$ cat config.mk
export PLATFORM = sky130hd
export DESIGN_NAME = wb_reg_master
export DESIGN_NICKNAME = d
export VERILOG_FILES = /design/src/rtl/wb_reg_master.sv
export SDC_FILE = /design/constraint.sdc
export NUM_CORES = 1
export LEC_CHECK = 0
export BUFFER_PORTS_ARGS = -buffer_cell sky130_fd_sc_hd__buf_2
export CAP_MARGIN = 20
export CELL_PAD_IN_SITES_DETAIL_PLACEMENT = 1
export CELL_PAD_IN_SITES_GLOBAL_PLACEMENT = 2
export CORE_ASPECT_RATIO = 0.5
export CORE_UTILIZATION = 29
export DETAILED_ROUTE_END_ITERATION = 16
export PLACE_DENSITY = 0.75
export SLEW_MARGIN = 10
export SYNTH_ARGS = -nofsm -noshare
export SYNTH_HDL_FRONTEND = slang
export SYNTH_SLANG_ARGS = --single-unit
export TNS_END_PERCENT = 100
$ cat constraint.sdc
create_clock -name clk -period 2.63 [get_ports clk]
set_input_delay 0.526 -clock clk [delete_from_list [all_inputs] [get_ports clk]]
set_output_delay 0.526 -clock clk [all_outputs]
set_load 0.05 [all_outputs]
$ cat src/rtl/wb_reg_master.sv
// wb_reg_master: valid/ready register command port to single Wishbone strobe transactions with timeout
//   clk, reset_n                          clock, async active-low reset
//   cmd_valid/cmd_ready/cmd_we/cmd_addr/cmd_wdata   command port
//   rsp_valid/rsp_ready/rsp_rdata/rsp_err           response port
//   stb_o/we_o/adr_wr_o/adr_rd_o/dat_o/dat_i/ack_i  split-address Wishbone initiator
module wb_reg_master #(
    parameter int DATA_WIDTH     = 8,
    parameter int TIMEOUT_CYCLES = 16
) (
    input  logic                  clk,
    input  logic                  reset_n,
    input  logic                  cmd_valid,
    output logic                  cmd_ready,
    input  logic                  cmd_we,
    input  logic [DATA_WIDTH-1:0] cmd_addr,
    input  logic [DATA_WIDTH-1:0] cmd_wdata,
    output logic                  rsp_valid,
    input  logic                  rsp_ready,
    output logic [DATA_WIDTH-1:0] rsp_rdata,
    output logic                  rsp_err,
    output logic                  stb_o,
    output logic                  we_o,
    output logic [DATA_WIDTH-1:0] adr_wr_o,
    output logic [DATA_WIDTH-1:0] adr_rd_o,
    output logic [DATA_WIDTH-1:0] dat_o,
    input  logic [DATA_WIDTH-1:0] dat_i,
    input  logic                  ack_i
);
    localparam logic [1:0] IDLE = 2'd0;
    localparam logic [1:0] BUS  = 2'd1;
    localparam logic [1:0] RESP = 2'd2;
    logic [1:0] state;
    logic [7:0] cnt;
    always_ff @(posedge clk or negedge reset_n) begin
        if (!reset_n) begin
            state     <= IDLE;
            cnt       <= '0;
            cmd_ready <= 1'b0;
            rsp_valid <= 1'b0;
            rsp_rdata <= '0;
            rsp_err   <= 1'b0;
            stb_o     <= 1'b0;
            we_o      <= 1'b0;
            adr_wr_o  <= '0;
            adr_rd_o  <= '0;
            dat_o     <= '0;
        end else begin
            case (state)
                IDLE: begin
                    if (cmd_valid && cmd_ready) begin
                        stb_o     <= 1'b1;
                        we_o      <= cmd_we;
                        adr_wr_o  <= cmd_addr;
                        adr_rd_o  <= cmd_addr;
                        dat_o     <= cmd_we ? cmd_wdata : '0;
                        cmd_ready <= 1'b0;
                        cnt       <= '0;
                        state     <= BUS;
                    end else begin
                        cmd_ready <= 1'b1;
                    end
                end
                BUS: begin
                    // ack is checked first so an ack on the final timeout cycle still counts as success
                    if (ack_i || cnt == 8'(TIMEOUT_CYCLES - 1)) begin
                        stb_o     <= 1'b0;
                        we_o      <= 1'b0;
                        rsp_rdata <= (ack_i && !we_o) ? dat_i : '0;
                        rsp_err   <= !ack_i;
                        rsp_valid <= 1'b1;
                        state     <= RESP;
                    end else begin
                        cnt <= cnt + 8'd1;
                    end
                end
                RESP: begin
                    if (rsp_ready) begin
                        rsp_valid <= 1'b0;
                        rsp_err   <= 1'b0;
                        cmd_ready <= 1'b1;
                        state     <= IDLE;
                    end
                end
                default: state <= IDLE;
            endcase
        end
    end
endmodule

==> results.json <==
{
  "outcome": "complete, no violations",
  "syn-num-nets": 203,
  "fin_util_pct": 40.5,
  "layout_common_cells": "buf_2 (66), dfrtp_1 (39), nand2_1 (23)",
  "final_hold_viol_count": 0,
  "cp-end-kind": "flop",
  "powerDensity_nw_per_um2": 1460,
  "synthArstFlopShare_pct": 100,
  "die_w_um": 113,
  "cts_buffers": 5,
  "row_count": 19,
  "fin_ws_ns": 0.464,
  "clkLatencyLatePin_ns": 0.28,
  "first_pass_iters": 4,
  "ctsResizeCount": 0,
  "cts_buffer_depth": 2,
  "ir_worst_vdd_mv": 0.594,
  "dpl-instance-area_um2": 2150,
  "finalMaxSlewViolations": 0,
  "fmax_ghz": 0.462,
  "grt_util_all_layers_pct": 14.2,
  "leakagePower_nw": 1.15,
  "synth-simple-area-share_pct": 16.6,
  "grt_antenna_before_repair": 0,
  "io_pins": 67,
  "yosys.area_share.adder_pct": 0.694,
  "root_buffer": "clkbuf_16",
  "htreeDepth": 2,
  "power_mw": 3.39,
  "grt_pass1_wl_mm": 7.27,
  "timing.slew.headroom_pct": 41.2,
  "dp.cells": 307,
  "stdcell_count": 315,
  "yosysSeqAreaShare_pct": 54.2,
  "crit_type": "flop to flop",
  "hp-class": "input pin to async pin",
  "crit_arrival_ns": 2.33,
  "synth_compound_area_share_pct": 13.7,
  "fp.dieArea_um2": 6550,
  "diodes": 0,
  "yosysWarnings": 0,
  "dp_hpwl_mm": 3.03,
  "finalSetupViolCount": 0,
  "area_growth_pct": 28.7,
  "clk_pin_slew_ns": 0.06,
  "hold_buffers": 0,
  "mostFrequentLayoutCell": "buf_2",
  "syn_area_per_cell_um2": 10.5,
  "cp-start-kind": "flop",
  "vias_per_cell": 4.59,
  "finalCritPeriodShare_pct": 82.4,
  "layout.nets": 261,
  "detailedRoute.firstIterationViolations": 59,
  "postSynthCellCount": 172,
  "worstMarginPinSlew_ns": 0.882,
  "synth_edf_count": 0,
  "grt_pass1_vias": 1488,
  "reg2reg_slack_ns": 0.46,
  "maxCapViolations": 0,
  "synthMuxAreaShare_pct": 6.25,
  "synthXorXnorAreaFrac_pct": 0,
  "grt_start_max_net_pins": 40,
  "wl_per_cell_um": 13.8,
  "fin_area_um2": 2320,
  "rsz0062_at_grt": "no",
  "finalClockSkew_ns": 0.00531,
  "setup_tns_ns": 0,
  "yosysUniqueCellTypes": 39,
  "io_buffers": 66,
  "syn_area_um2": 1800,
  "ys.flop_type": "dfrtp_1",
  "wl_mm": 4.36,
  "drcViolationCount": 0,
  "critPathRequiredTime_ns": 2.79,
  "ys_seq_elements": 39,
  "start_util_pct": 31.4,
  "min_period_ns": 2.17,
  "ant_nets": 0,
  "die_h_um": 57.7,
  "crit_fanout": 13,
  "hold-worst-slack_ns": 0.372,
  "cts_setup_buffers": 0,
  "vias": 1445,
  "synth_top_family_by_area": "simple AND/OR/NAND/NOR gates",
  "cts_tree": "built",
  "layout-drive-gt1-share_pct": 41.1,
  "grt_overflow": 0,
  "cts_sinks": 39,
  "place_congestion": 0.723,
  "pre_cts_slack_ns": 0.482,
  "coreArea_um2": 5730
}
critical path, stage by stage (launching register included):
cell and delay, ns:
dfrtp_1 0.44, or4_4 0.57, o211ai_4 0.40, mux2_2 0.38
mux2_2 0.26
per-layer routing:
metal / GRT usage [%] / wire length, µm / vias up
met4: 2.82 / 17 / 0
met2: 24.9 / 2190 / 29
met5: 0 / 0 / -
met1: 18.2 / 1990 / 720
li1: - / - / 694
met3: 3.45 / 153 / 2
path summary, 6_finish.rpt:
path,cells past startpoint,to,startpoint
max,4,cnt[5],cnt[4]
min,1,adr_rd_o[3],reset_n
max reg2reg,4,cnt[5],cnt[4]
min reg2reg,1,rsp_valid,rsp_valid
max in group asynchronous,1,rsp_rdata[1],reset_n
min in group clk,2,state[1],rsp_ready
sequential cells by signal, summed over array words and instances, names as in the netlist:
register   cells
cnt            8
cmd_ready      1
dat_o          8
we_o           1
state          2
rsp_rdata      8
rsp_err        1
rsp_valid      1
adr_rd_o       8
stb_o          1
cell type report:
cell class / count / area [µm²]
Clock buffer: 6 / 139
Clock inverter: 2 / 35.0
Fill cell: 669 / 3410
Inverter: 15 / 56.3
Multi-Input combinational cell: 102 / 671
Sequential cell: 39 / 976
Tap cell: 84 / 105
Timing Repair Buffer: 67 / 338
synth_stat cells, types with 2 or more instances:
| cell | instances | area share [%] |
|---|---|---|
| dfrtp_1 | 39 | 54 |
| nand2_1 | 23 | 4.8 |
| o21ai_0 | 20 | 5.6 |
| inv_1 | 15 | 3.1 |
| mux2_2 | 10 | 6.3 |
| buf_4 | 8 | 3.3 |
| nand4b_1 | 8 | 3.9 |
| nand3_1 | 6 | 1.7 |
| clkbuf_1 | 5 | 1.0 |
| a21o_1 | 4 | 1.7 |
| nor2_1 | 3 | 0.62 |
| a21oi_1 | 2 | 0.56 |
| nand2b_1 | 2 | 0.69 |
| o22ai_1 | 2 | 0.69 |
report_power, final:
| group | internal (mW) | total [mW] | switching (mW) |
|---|---|---|---|
| logic | 0.413 | 1.70 | 1.28 |
| clock network | 0.471 | 0.700 | 0.229 |
| registers | 0.827 | 0.992 | 0.164 |
| total | 1.71 | 3.39 | 1.68 |
cells by family (layout without fill, tap and decap cells):
| family | count (synthesis) | in the layout |
|---|---|---|
| flops | 39 | 39 |
| simple gates | 54 | 54 |
| compound gates | 37 | 37 |
| mux | 10 | 10 |
| buf+inv | 31 | 90 |
| fa+ha+maj | 1 | 1 |
(Power assumes the default switching activity.)
